File: src/rtl/activation_load_sequencer_if.sv
// activation_load_sequencer_if: start/stream inputs and bank write-side outputs of the load sequencer
interface activation_load_sequencer_if #(
  parameter int ADDR_WIDTH = 4,
  parameter int DATA_WIDTH = 8,
  parameter int BRAM_COUNT = 5,
  parameter int CNT_WIDTH  = 7
) ();
  logic                  start;
  logic [CNT_WIDTH-1:0]  num_words;
  logic [ADDR_WIDTH-1:0] base_addr;
  logic                  in_valid;
  logic [DATA_WIDTH-1:0] in_data;
  logic                  in_ready;
  logic [BRAM_COUNT-1:0] en_bus;
  logic [ADDR_WIDTH-1:0] w_addr;
  logic [DATA_WIDTH-1:0] data_in;
  logic                  busy;
  logic                  done;
  logic                  err;
  modport master (
    output start, num_words, base_addr, in_valid, in_data,
    input  in_ready, en_bus, w_addr, data_in, busy, done, err
  );
  modport slave (
    input  start, num_words, base_addr, in_valid, in_data,
    output in_ready, en_bus, w_addr, data_in, busy, done, err
  );
endinterface

File: src/rtl/activation_load_sequencer.sv
// activation_load_sequencer: stripes a valid/ready word stream round-robin across banks; optional overflow clamp via ACT_LOAD_OVF_CHECK_EN
module activation_load_sequencer #(
  parameter int ADDR_WIDTH = 4,
  parameter int DATA_WIDTH = 8,
  parameter int BRAM_COUNT = 5,
  parameter int CNT_WIDTH  = 7
) (
  input logic clk,
  input logic rst,
  activation_load_sequencer_if.slave bus
);
  localparam int BW = BRAM_COUNT > 1 ? $clog2(BRAM_COUNT) : 1;
  typedef enum logic [1:0] {IDLE, LOAD, DRAIN, DONE} state_t;
  state_t                state_q, state_d;
  logic [CNT_WIDTH-1:0]  rem_q, rem_d, load_n;
  logic [BW-1:0]         bank_q, bank_d;
  logic [ADDR_WIDTH-1:0] row_q, row_d, waddr_q, waddr_d;
  logic [BRAM_COUNT-1:0] en_q, en_d;
  logic [DATA_WIDTH-1:0] data_q, data_d;
  logic                  err_q, err_d, beat, ovf, last_bank;
`ifdef ACT_LOAD_OVF_CHECK_EN
  logic [CNT_WIDTH-1:0] cap;
  // rows left from base_addr to the top of each bank, times the bank count
  assign cap = CNT_WIDTH'(BRAM_COUNT) * (CNT_WIDTH'(2**ADDR_WIDTH) - CNT_WIDTH'(bus.base_addr));
  assign ovf = bus.num_words > cap;
  assign load_n = ovf ? cap : bus.num_words;
`else
  assign ovf = 1'b0;
  assign load_n = bus.num_words;
`endif
  assign beat = bus.in_valid && state_q == LOAD;
  assign last_bank = bank_q == BW'(BRAM_COUNT - 1);
  always_comb begin
    state_d = state_q;
    rem_d = rem_q;
    bank_d = bank_q;
    row_d = row_q;
    err_d = err_q;
    en_d = beat ? BRAM_COUNT'(1) << bank_q : '0;
    waddr_d = beat ? row_q : waddr_q;
    data_d = beat ? bus.in_data : data_q;
    case (state_q)
      IDLE: if (bus.start) begin
        state_d = bus.num_words == '0 ? DONE : LOAD;
        rem_d = load_n;
        bank_d = '0;
        row_d = bus.base_addr;
        err_d = ovf;
      end
      LOAD: if (beat) begin
        rem_d = rem_q - 1'b1;
        bank_d = last_bank ? '0 : bank_q + 1'b1;
        row_d = last_bank ? row_q + 1'b1 : row_q;
        state_d = rem_q == CNT_WIDTH'(1) ? DRAIN : LOAD;
      end
      DRAIN: state_d = DONE;
      default: state_d = IDLE;
    endcase
  end
  always_ff @(posedge clk or posedge rst) begin
    if (rst) begin
      state_q <= IDLE;
      rem_q <= '0;
      bank_q <= '0;
      row_q <= '0;
      waddr_q <= '0;
      en_q <= '0;
      data_q <= '0;
      err_q <= 1'b0;
    end else begin
      state_q <= state_d;
      rem_q <= rem_d;
      bank_q <= bank_d;
      row_q <= row_d;
      waddr_q <= waddr_d;
      en_q <= en_d;
      data_q <= data_d;
      err_q <= err_d;
    end
  end
  assign bus.in_ready = state_q == LOAD;
  assign bus.busy = state_q == LOAD || state_q == DRAIN;
  assign bus.done = state_q == DONE;
  assign bus.en_bus = en_q;
  assign bus.w_addr = waddr_q;
  assign bus.data_in = data_q;
  assign bus.err = err_q;
endmodule

File: src/flat_wrapper.sv
// flat-port wrapper written by rule: the top's interface ports become plain ports
module activation_load_sequencer_flat 
#(
  parameter int ADDR_WIDTH = 4,
  parameter int DATA_WIDTH = 8,
  parameter int BRAM_COUNT = 5,
  parameter int CNT_WIDTH  = 7
)
  (clk, rst, bus_start, bus_num_words, bus_base_addr, bus_in_valid, bus_in_data, bus_in_ready, bus_en_bus, bus_w_addr, bus_data_in, bus_busy, bus_done, bus_err);
  activation_load_sequencer_if #(.ADDR_WIDTH(ADDR_WIDTH), .DATA_WIDTH(DATA_WIDTH), .BRAM_COUNT(BRAM_COUNT), .CNT_WIDTH(CNT_WIDTH)) bus_i ();
  input logic clk;
  input logic rst;
  input wire logic [$bits(bus_i.start)-1:0] bus_start;
  input wire logic [$bits(bus_i.num_words)-1:0] bus_num_words;
  input wire logic [$bits(bus_i.base_addr)-1:0] bus_base_addr;
  input wire logic [$bits(bus_i.in_valid)-1:0] bus_in_valid;
  input wire logic [$bits(bus_i.in_data)-1:0] bus_in_data;
  output wire logic [$bits(bus_i.in_ready)-1:0] bus_in_ready;
  output wire logic [$bits(bus_i.en_bus)-1:0] bus_en_bus;
  output wire logic [$bits(bus_i.w_addr)-1:0] bus_w_addr;
  output wire logic [$bits(bus_i.data_in)-1:0] bus_data_in;
  output wire logic [$bits(bus_i.busy)-1:0] bus_busy;
  output wire logic [$bits(bus_i.done)-1:0] bus_done;
  output wire logic [$bits(bus_i.err)-1:0] bus_err;
  assign bus_i.start = bus_start;
  assign bus_i.num_words = bus_num_words;
  assign bus_i.base_addr = bus_base_addr;
  assign bus_i.in_valid = bus_in_valid;
  assign bus_i.in_data = bus_in_data;
  assign bus_in_ready = bus_i.in_ready;
  assign bus_en_bus = bus_i.en_bus;
  assign bus_w_addr = bus_i.w_addr;
  assign bus_data_in = bus_i.data_in;
  assign bus_busy = bus_i.busy;
  assign bus_done = bus_i.done;
  assign bus_err = bus_i.err;
  activation_load_sequencer #(.ADDR_WIDTH(ADDR_WIDTH), .DATA_WIDTH(DATA_WIDTH), .BRAM_COUNT(BRAM_COUNT), .CNT_WIDTH(CNT_WIDTH)) u_core (.clk(clk), .rst(rst), .bus(bus_i));
endmodule
File: config.mk
export PLATFORM = sky130hd
export DESIGN_NAME = activation_load_sequencer_flat
export DESIGN_NICKNAME = d
export VERILOG_FILES = /design/src/rtl/activation_load_sequencer_if.sv /design/src/rtl/activation_load_sequencer.sv /design/src/flat_wrapper.sv
export SDC_FILE = /design/constraint.sdc
export NUM_CORES = 1
export LEC_CHECK = 0
export ABC_AREA = 1
export CAP_MARGIN = 0
export CORE_ASPECT_RATIO = 0.7
export CORE_MARGIN = 2
export CORE_UTILIZATION = 30
export CTS_BUF_LIST = sky130_fd_sc_hd__clkbuf_8
export DETAILED_ROUTE_END_ITERATION = 6
export PLACE_DENSITY = 0.52
export SYNTH_ARGS = -nofsm -noshare
export SYNTH_HDL_FRONTEND = slang
export SYNTH_SLANG_ARGS = --single-unit
export TNS_END_PERCENT = 100
File: constraint.sdc
create_clock -name clk -period 4.2 [get_ports clk]
set_input_delay 0.63 -clock clk [delete_from_list [all_inputs] [get_ports clk]]
set_output_delay 0.63 -clock clk [all_outputs]
set_load 0.05 [all_outputs]
==> results.sh, run 1 <==
export IMPL_synth_seq_cells=33
export IMPL_timing_final_crit_share_pct=62.6
export IMPL_yosys_warnings=0
export IMPL_drive_gt1_share_pct=11.0
export IMPL_synth_top_area_cell="dfrtp_1"
export IMPL_hold_class="flip-flop to flip-flop"
export IMPL_ios=44
export IMPL_min_delay_start="u_core.bus.w_addr[2]$_DFFE_PP0P_"
export IMPL_cts_root_buffer="clkbuf_8"
export IMPL_ys_types=26
export IMPL_mostFrequentLayoutCells="55 x nand2_1, 42 x clkdlybuf4s50_1, 33 x dfrtp_1, 28 x inv_1"
export IMPL_ant_nets=0
export IMPL_rows=23
export IMPL_synth_seq_area_share_pct=45.7
export IMPL_path_class="flip-flop to primary output"
export IMPL_synth_top_area_share_pct=45.7
export IMPL_firstDrtPassIters=4
export IMPL_grt_use_total_pct=12.2
export IMPL_cts_hold_fix_buffers=0
export IMPL_hold_violations=0
export IMPL_fill_cells=599
export IMPL_rr_endpoint="u_core.rem_q[5]$_DFFE_PP0P_"
export IMPL_synth_area_um2=1810
export IMPL_coreArea_um2=5760
export IMPL_grt_max_degree=34
export IMPL_p_leak_nw=1.13
export IMPL_setup_violations=0
export IMPL_postSynthNetCount=246
export IMPL_end_kind="primary output"
export IMPL_clk_pin_slew_ns=0.07
export IMPL_cts_setup_buffers=0
export IMPL_arrival_ns=2.00
export IMPL_grt_pass1_wl_mm=6.39
export IMPL_hold_path_end="u_core.bus.w_addr[2]$_DFFE_PP0P_"
export IMPL_wl_per_cell_um=11.2
export IMPL_grt_setup_unrepaired="no"
export IMPL_fin_skew_ns=0.00552
export IMPL_clock_path_buffers=2
export IMPL_layout_commonest_cell="nand2_1"
export IMPL_place_congestion=0.729
export IMPL_die_x_um=96.7
export IMPL_first_iter_violations=42
export IMPL_insertion_delay_ns=0.28
export IMPL_drv_slew=0
export IMPL_drc_errors=0
export IMPL_fmax_ghz=0.381
export IMPL_cts_tree="yes"
export IMPL_synth_area_leaders="dfrtp_1 46%, nand2_1 11%, ha_1 8.3%"
export IMPL_syn_inst=211
export IMPL_status="finished, final reports clean"
export IMPL_cts_sinks=33
export IMPL_ir_worst_vdd_mv=0.186
export IMPL_cap_violations=0
export IMPL_overflow=0
export IMPL_r2r_start="u_core.state_q[1]$_DFFE_PP0P_"
export IMPL_tightest_slew_ns=0.519
export IMPL_vias_per_cell=4.39
export IMPL_min_delay_path_depth=2
export IMPL_fin_crit_ns=2.63
export IMPL_cts_buffers=5
export IMPL_power_density_nw_per_um2=815
export IMPL_ff2ff_path_depth=10
export IMPL_first_global_vias=1378
export IMPL_finalSetupTns_ns=0
export IMPL_vias=1450
export IMPL_post_cts_resized=0
export IMPL_initial_core_util_pct=31.4
export IMPL_finalWirelength_mm=3.71
export IMPL_io_buffers=42
export IMPL_slew_headroom_pct=65.3
export IMPL_die_y_um=68.9
export IMPL_layout_nets=290
export IMPL_ff2ff_setup_slack_ns=2.25
export IMPL_die_area_um2=6660
export IMPL_dpl_hpwl_mm=2.69
export IMPL_postSynthAreaPerCell_um2=8.56
export IMPL_diodes=0
export IMPL_holdWs_ns=0.482
export IMPL_h_tree_depth=2
export IMPL_antenna_found_initial=0
export IMPL_synthToLayoutAreaGrowth_pct=31.2
export IMPL_cp_max_fo=20
export IMPL_critPathLaunchType="flip-flop"
export IMPL_required_ns=3.57
==> per-stage QoR <==
| step | std cells | area (µm²) | utilization, % | worst slack (ns) | power (W) |
|---|---|---|---|---|---|
| after floorplan | 211 | 1810 | - | 2.42 | 0.00143 |
| after global placement | 323 | 2280 | 39.7 | 1.90 | 0.00170 |
| after detailed placement | 323 | 2280 | 39.7 | 1.87 | 0.00171 |
| after CTS | 330 | 2370 | 41.2 | 1.56 | 0.00196 |
| after global routing | 330 | 2370 | 41.2 | 1.47 | 0.00209 |
| final | 330 | 2370 | 41.2 | 1.57 | 0.00193 |
==> critical path: stages (launching register included) <==
cell and delay (ns):
dfrtp_1 0.42, inv_1 0.09, ha_1 0.13, buf_4 0.23
clkdlybuf4s50_1 0.84
==> synth_stat cells <==
master    instances
inv_4             1
nand2_4           1
nor2_1           16
a21oi_1           3
nand2_1          55
dfrtp_1          33
buf_8             1
buf_6             1
buf_2             3
nand3_1          12
nand4_1           4
o21ai_2           4
buf_4             1
nand3b_1          1
or2_2             2
inv_1            27
ha_1             12
o21ai_0          16
clkbuf_1          1
xor2_1            1
conb_1            1
nor2_4            2
o21ai_1           3
mux2_2            8
nand3_2           1
nand2_2           1
==> power by group <==
part | switching, W | internal [W] | total, W
logic | 0.000750 | 0.000394 | 0.00114
registers | 0.0000931 | 0.000454 | 0.000548
clock network | 0.000110 | 0.000128 | 0.000238
==> sequential cells by signal (all words and copies together), names as in the netlist <==
name,count
u_core.bus.w_addr,4
u_core.bank_q,3
u_core.bus.data_in,8
u_core.bus.en_bus,5
u_core.rem_q,7
u_core.state_q,2
u_core.row_q,4
==> cells by family (layout without fill, tap and decap cells) <==
kind of cell / count (synthesis) / count (layout) / share of synthesized area, %
flops: 33 / 33 / 45.7
other cells: 1 / 1 / 0.208
xor+xnor: 1 / 1 / 0.485
fa+ha+maj: 12 / 12 / 8.32
compound gates: 26 / 26 / 8.04
buf+inv: 35 / 79 / 8.87
simple gates: 95 / 95 / 23.4
mux: 8 / 8 / 4.99
==> worst max-delay path by stage <==
stage	startpoint	end	slack, ns	cells past startpoint
final	u_core.state_q[1]$_DFFE_PP0P_	bus_in_ready	1.57	4
after CTS	u_core.state_q[1]$_DFFE_PP0P_	bus_in_ready	1.56	4
after global placement	u_core.state_q[1]$_DFFE_PP0P_	bus_in_ready	1.90	4
after global routing	u_core.state_q[1]$_DFFE_PP0P_	bus_in_ready	1.47	4
after floorplan	u_core.state_q[1]$_DFFE_PP0P_	u_core.bus.data_in[0]$_DFFE_PP0P_	2.42	6
after detailed placement	u_core.state_q[1]$_DFFE_PP0P_	bus_in_ready	1.87	4
==> routing by layer <==
layer	wire [µm]	GRT usage, %	up-vias
met3	178	4.03	4
met5	0	0	-
met4	35	4.58	0
met2	1570	19.4	27
li1	-	-	751
met1	1920	15.7	668
==> layout make-up <==
| cell class | instances | area, µm² | area share, % |
|---|---|---|---|
| clock buffer | 6 | 82.6 | 3.49 |
| tap | 75 | 93.8 | 3.96 |
| inverter | 28 | 108 | 4.54 |
| sequential | 33 | 826 | 34.9 |
| timing repair buffer | 44 | 435 | 18.4 |
| clock inverter | 1 | 3.75 | 0.158 |
| multi-input combinational | 143 | 820 | 34.6 |
Power figures use the tool's default switching activity.
==> inputs of run 2 (changes only) <==
--- a/config.mk
+++ b/config.mk
@@ -12,7 +12,7 @@
 export CORE_UTILIZATION = 30
 export CTS_BUF_LIST = sky130_fd_sc_hd__clkbuf_8
 export DETAILED_ROUTE_END_ITERATION = 6
-export PLACE_DENSITY = 0.52
+export PLACE_DENSITY = 0.54
 export SYNTH_ARGS = -nofsm -noshare
 export SYNTH_HDL_FRONTEND = slang
 export SYNTH_SLANG_ARGS = --single-unit
==> constraint.sdc (replaced) <==
create_clock -name clk -period 2.2 [get_ports clk]
set_input_delay 0.33 -clock clk [delete_from_list [all_inputs] [get_ports clk]]
set_output_delay 0.33 -clock clk [all_outputs]
set_load 0.05 [all_outputs]
==> run 2 against run 1 <==
Against the previous run: clock power increased by 110%; clock-buffer cell count rose by 1; register-to-register slack got worse by 1.7 ns; sequential power is 90% higher; wire length decreased by 0.49%; design area grew 1.9%; non-clock buffer count is 3 higher; die area is the same; worst setup slack worse by 1.4 ns; critical path depth is 2 lower; sequential cell count is the same; highest routed layer unchanged.
==> results.sh, run 2 (synthesized netlist as in run 1, its figures left out) <==
export IMPL_initial_core_util_pct=31.4
export IMPL_overflow=0
export IMPL_die_x_um=96.7
export IMPL_post_cts_resized=0
export IMPL_hold_violations=0
export IMPL_multi_input_area_um2=820
export IMPL_fmax_ghz=0.491
export IMPL_layout_nets=293
export IMPL_clk_pin_slew_ns=0.07
export IMPL_die_area_um2=6660
export IMPL_antenna_found_initial=0
export IMPL_slew_headroom_pct=65.8
export IMPL_grt_pass1_wl_mm=6.24
export IMPL_place_congestion=0.795
export IMPL_critPathSlowestCell="clkdlybuf4s50_1"
export IMPL_timing_final_crit_share_pct=92.6
export IMPL_vias=1463
export IMPL_path_delay_family="buffers and inverters"
export IMPL_ff2ff_setup_slack_ns=0.54
export IMPL_cts_root_buffer="clkbuf_8"
export IMPL_power_density_nw_per_um2=1580
export IMPL_ant_nets=0
export IMPL_firstDrtPassIters=4
export IMPL_setup_violations=0
export IMPL_cts_buffers=5
export IMPL_die_y_um=68.9
export IMPL_ir_worst_vdd_mv=0.490
export IMPL_rows=23
export IMPL_dpl_hpwl_mm=2.78
export IMPL_fin_crit_ns=2.04
export IMPL_use_met1_pct=16.7
export IMPL_path_class="flip-flop to primary output"
export IMPL_grtUsageMet3_pct=4.13
export IMPL_busiest_layer="met2"
export IMPL_status="finished, final reports clean"
export IMPL_coreArea_um2=5760
export IMPL_insertion_delay_ns=0.28
export IMPL_layout_setup_ws_ns=0.163
export IMPL_cts_tree="yes"
export IMPL_arrival_ns=1.71
export IMPL_mostFrequentLayoutCells="55 x nand2_1, 40 x clkdlybuf4s50_1, 33 x dfrtp_1, 27 x inv_1"
export IMPL_drive_gt1_share_pct=13.5
export IMPL_io_buffers=42
export IMPL_cap_violations=0
export IMPL_final_seq_area_um2=826
export IMPL_drv_slew=0
export IMPL_largest_reg_flops=8
export IMPL_cp_cell_sequence="ha_1 -> clkdlybuf4s50_1"
export IMPL_finalSetupTns_ns=0
export IMPL_synthToLayoutAreaGrowth_pct=33.7
export IMPL_end_kind="primary output"
export IMPL_tightest_slew_ns=0.512
export IMPL_met2_usage_pct=17.4
export IMPL_drc_errors=0
export IMPL_first_iter_violations=40
export IMPL_fin_skew_ns=0.00778
export IMPL_finalWirelength_mm=3.69
export IMPL_vias_per_cell=4.38
export IMPL_cts_sinks=33
export IMPL_grt_max_degree=34
export IMPL_diodes=0
export IMPL_required_ns=1.87
export IMPL_layout_commonest_cell="nand2_1"
export IMPL_ios=44
export IMPL_fill_cells=583
export IMPL_grt_setup_unrepaired="no"
export IMPL_h_tree_depth=2
export IMPL_clock_path_buffers=2
export IMPL_cpPeakStageDelay_ns=0.82
export IMPL_first_global_vias=1311
export IMPL_post_place_ws_ns=0.479
export IMPL_worstPathBufferInverterCount=1
export IMPL_grt_use_total_pct=12.1
export IMPL_wl_per_cell_um=11.0
export IMPL_cts_hold_fix_buffers=0
export IMPL_critPathLaunchType="flip-flop"
export IMPL_p_leak_nw=1.15
export IMPL_hold_class="input port to asynchronous set/reset pin"
export IMPL_cts_setup_buffers=0
export IMPL_cp_max_fo=4
==> run 2: cell count changes in the layout (fill, tap and decap cells not counted) <==
cell             delta
clkinv_2            +1
inv_1               -1
buf_12              +1
clkdlybuf4s50_1     -2
buf_4               +4
clkbuf_8            +1
==> run 2: cell type report <==
class | count | area share, %
clock inverter | 1 | 0.207
tap | 75 | 3.89
sequential | 33 | 34.2
multi-input combinational | 143 | 34.0
clock buffer | 7 | 3.99
timing repair buffer | 47 | 19.3
inverter | 28 | 4.46
==> run 2: worst reg2reg max path, delay by kind of cell, from the launching register on <==
family / cells / cell delay, ns
adder cells (fa/ha/maj): 1 / 0.27
AND/OR/NAND/NOR: 4 / 0.30
flip-flops: 1 / 0.39
buffers and inverters: 3 / 0.43
AO/OA/AOI/OAI: 1 / 0.17
==> run 2: per-layer routing <==
layer  share of wire (%)  wire (µm)  vias up
met4                 1.3         47        0
met1                  52       1910      666
li1                    -          -      755
met3                 6.0        220        5
met2                  41       1510       37
met5                   0          0        -
==> run 2: per-stage QoR <==
stage	area, µm²	power, W	utilization, %	hold slack (ns)	std cells
final	2410	0.00381	41.9	0.438	334
after detailed placement	2310	0.00334	40.2	0.466	326
after floorplan	1810	0.00274	-	0.449	211
after global placement	2310	0.00332	40.2	0.469	326
after CTS	2410	0.00386	41.9	0.457	334
after global routing	2410	0.00413	41.9	0.494	334
==> run 2: final timing paths <==
check                                            startpoint                                end  depth (start not counted)
max                           u_core.state_q[0]$_DFFE_PP0P_                           bus_done                          2
min                                                     rst  u_core.bus.data_in[1]$_DFFE_PP0P_                          3
max reg2reg                   u_core.state_q[1]$_DFFE_PP0P_        u_core.rem_q[5]$_DFFE_PP0P_                          9
min reg2reg                u_core.bus.w_addr[2]$_DFFE_PP0P_   u_core.bus.w_addr[2]$_DFFE_PP0P_                          2
max in group asynchronous                               rst       u_core.bank_q[0]$_DFFE_PP0P_                          3
min in group clk           u_core.bus.w_addr[2]$_DFFE_PP0P_   u_core.bus.w_addr[2]$_DFFE_PP0P_                          2
==> run 2: power by group <==
part	leakage, nW	total (W)	internal [W]	switching (W)
combinational	0.686	0.00226	0.000820	0.00144
sequential	0.415	0.00104	0.000868	0.000177
clock	0.0542	0.000501	0.000283	0.000219
total	1.15	0.00381	0.00197	0.00184
==> inputs of run 3 (changes only) <==
--- a/config.mk
+++ b/config.mk
@@ -5,14 +5,14 @@
 export SDC_FILE = /design/constraint.sdc
 export NUM_CORES = 1
 export LEC_CHECK = 0
-export ABC_AREA = 1
+export ABC_AREA = 0
 export CAP_MARGIN = 0
 export CORE_ASPECT_RATIO = 0.7
 export CORE_MARGIN = 2
 export CORE_UTILIZATION = 30
 export CTS_BUF_LIST = sky130_fd_sc_hd__clkbuf_8
 export DETAILED_ROUTE_END_ITERATION = 6
-export PLACE_DENSITY = 0.54
+export PLACE_DENSITY = 0.56
 export SYNTH_ARGS = -nofsm -noshare
 export SYNTH_HDL_FRONTEND = slang
 export SYNTH_SLANG_ARGS = --single-unit
==> run 3 against run 2 <==
Against the previous run: clock skew is 0.0036 ns lower; die area is 2.3% higher; worst setup slack worse by 0.024 ns; combinational power is 8% higher; non-clock buffer count stayed put; maximum frequency is 1.2% lower; sequential power is 9% higher; design area is 0.93% higher; highest routed layer unchanged.
==> results.sh, run 3 <==
export IMPL_status="finished, final reports clean"
export IMPL_drive_gt1_share_pct=17.4
export IMPL_hold_class="input port to asynchronous set/reset pin"
export IMPL_synth_seq_area_share_pct=44.7
export IMPL_synth_seq_cells=33
export IMPL_largest_reg_flops=8
export IMPL_cts_root_buffer="clkbuf_8"
export IMPL_dpl_hpwl_mm=3.01
export IMPL_vias=1462
export IMPL_fmax_ghz=0.485
export IMPL_fin_util_pct=41.7
export IMPL_io_buffers=42
export IMPL_ys_types=44
export IMPL_grt_pass1_wl_mm=7.16
export IMPL_finalSetupTns_ns=0
export IMPL_layout_nets=254
export IMPL_finalWirelength_mm=4.20
export IMPL_critPathLaunchType="flip-flop"
export IMPL_ant_nets=0
export IMPL_ir_worst_vdd_mv=0.781
export IMPL_synth_edf_count=0
export IMPL_antenna_found_initial=0
export IMPL_arrival_ns=1.73
export IMPL_multi_input_area_um2=907
export IMPL_diodes=0
export IMPL_synth_area_leaders="dfrtp_1 45%, ha_1 8.1%, mux2_2 7.3%"
export IMPL_layout_commonest_cell="clkdlybuf4s50_1"
export IMPL_final_cells=294
export IMPL_postSynthAreaPerCell_um2=10.6
export IMPL_synth_top_area_cell="dfrtp_1"
export IMPL_placedCellCount=287
export IMPL_slew_headroom_pct=66.1
export IMPL_firstDrtPassIters=4
export IMPL_cts_tree="yes"
export IMPL_cts_buffers=5
export IMPL_grt_max_degree=35
export IMPL_postSynthNetCount=209
export IMPL_clk_pin_slew_ns=0.06
export IMPL_drv_slew=0
export IMPL_cts_sinks=33
export IMPL_place_congestion=0.793
export IMPL_initial_core_util_pct=31.7
export IMPL_first_global_vias=1414
export IMPL_finalInstanceArea_um2=2440
export IMPL_setup_violations=0
export IMPL_cp_max_fo=4
export IMPL_required_ns=1.87
export IMPL_coreArea_um2=5840
export IMPL_power_density_nw_per_um2=1650
export IMPL_overflow=0
export IMPL_cts_setup_buffers=0
export IMPL_tightest_slew_ns=0.507
export IMPL_end_kind="primary output"
export IMPL_drc_errors=0
export IMPL_synth_area_um2=1850
export IMPL_synthTopCellsByCount="33 x dfrtp_1, 12 x ha_1, 12 x inv_1, 12 x mux2_2, 12 x nand2_1"
export IMPL_die_y_um=69.7
export IMPL_fin_crit_ns=2.06
export IMPL_mostFrequentLayoutCells="40 x clkdlybuf4s50_1, 33 x dfrtp_1, 13 x inv_1"
export IMPL_post_dp_cell_area_um2=2350
export IMPL_first_iter_violations=59
export IMPL_post_cts_resized=0
export IMPL_syn_inst=174
export IMPL_synthMostInstantiatedCell="dfrtp_1"
export IMPL_yosys_warnings=0
export IMPL_wl_per_cell_um=14.3
export IMPL_ios=44
export IMPL_die_area_um2=6820
export IMPL_insertion_delay_ns=0.28
export IMPL_synthToLayoutAreaGrowth_pct=31.7
export IMPL_synthArstFlopShare_pct=100
export IMPL_path_class="flip-flop to primary output"
export IMPL_grt_use_total_pct=13.3
export IMPL_h_tree_depth=2
export IMPL_fill_cells=580
export IMPL_die_x_um=97.8
export IMPL_final_seq_area_um2=826
export IMPL_cap_violations=0
export IMPL_p_leak_nw=1.03
export IMPL_fin_skew_ns=0.00422
export IMPL_hold_violations=0
export IMPL_rows=23
export IMPL_cts_hold_fix_buffers=0
export IMPL_synth_top_flop_cell="dfrtp_1"
export IMPL_grt_setup_unrepaired="no"
export IMPL_vias_per_cell=4.97
export IMPL_timing_final_crit_share_pct=93.7
export IMPL_synth_top_area_share_pct=44.7
export IMPL_clock_path_buffers=2
run 3: cell count changes after synthesis, sizes merged, moves of 4 or more:
cell,before,now
nand2,57,13
inv,28,12
o21ai,23,7
nand3,13,5
o22ai,0,7
a21oi,3,9
nor2,18,12
a2bb2oi,0,4
mux2,8,12
nor3b,0,4
run 3: final timing paths:
check,slack [ns],depth (start not counted),from,endpoint
worst max-delay path,0.14,2,u_core.state_q[1]$_DFFE_PP0P_,bus_done
worst min-delay path,0.43,3,rst,u_core.bus.data_in[1]$_DFFE_PP0P_
worst max register to register,0.38,6,u_core.state_q[1]$_DFFE_PP0P_,u_core.row_q[2]$_DFFE_PP0P_
worst min register to register,0.50,1,u_core.bus.data_in[3]$_DFFE_PP0P_,u_core.bus.data_in[3]$_DFFE_PP0P_
max in group asynchronous,1.44,3,rst,u_core.bus.en_bus[3]$_DFF_PP0_
min in group clk,0.50,1,u_core.bus.data_in[3]$_DFFE_PP0P_,u_core.bus.data_in[3]$_DFFE_PP0P_
run 3: power by group:
| part | internal [W] | switching (W) |
|---|---|---|
| sequential | 0.000890 | 0.000238 |
| clock | 0.000243 | 0.000208 |
| combinational | 0.000999 | 0.00145 |
run 3: per-layer routing:
layer,global-route usage [%],vias to the layer above,wire [µm]
li1,-,713,-
met1,20.4,698,2300
met2,17.2,41,1610
met3,3.63,10,197
met4,5.25,0,87
met5,0,-,0
run 3: logic make-up (layout without fill, tap and decap cells):
group	after synthesis	in the layout	share of synthesized area (%)
other	1	1	0.203
adder cells (fa/ha/maj)	12	12	8.12
multiplexers	14	14	8.39
AND/OR/NAND/NOR	55	55	17.1
AO/OA/AOI/OAI	38	38	15.3
buffers and inverters	21	66	6.29
flip-flops	33	33	44.7
run 3: area by class of cell:
| class | instances | area share [%] |
|---|---|---|
| clock buffers | 6 | 3.39 |
| clock inverters | 1 | 0.154 |
| inverters | 12 | 1.85 |
| multi-input cells | 120 | 37.2 |
| flip-flops and latches | 33 | 33.9 |
| well taps | 75 | 3.85 |
| repair buffers | 47 | 19.6 |
run 3: through the flow:
| step | hold slack, ns | setup slack [ns] | power, W |
|---|---|---|---|
| 2_1_floorplan | 0.459 | 0.330 | 0.00295 |
| 3_3_place_gp | 0.485 | 0.413 | 0.00358 |
| 3_5_place_dp | 0.491 | 0.356 | 0.00359 |
| 4_1_cts | 0.459 | 0.124 | 0.00407 |
| 5_1_grt | 0.494 | 0.0736 | 0.00434 |
| 6_report | 0.431 | 0.139 | 0.00403 |
run 3: critical path: stages, from the launching register on:
cell and delay (ns):
dfrtp_1 0.40, ha_1 0.23, clkdlybuf4s50_1 0.82
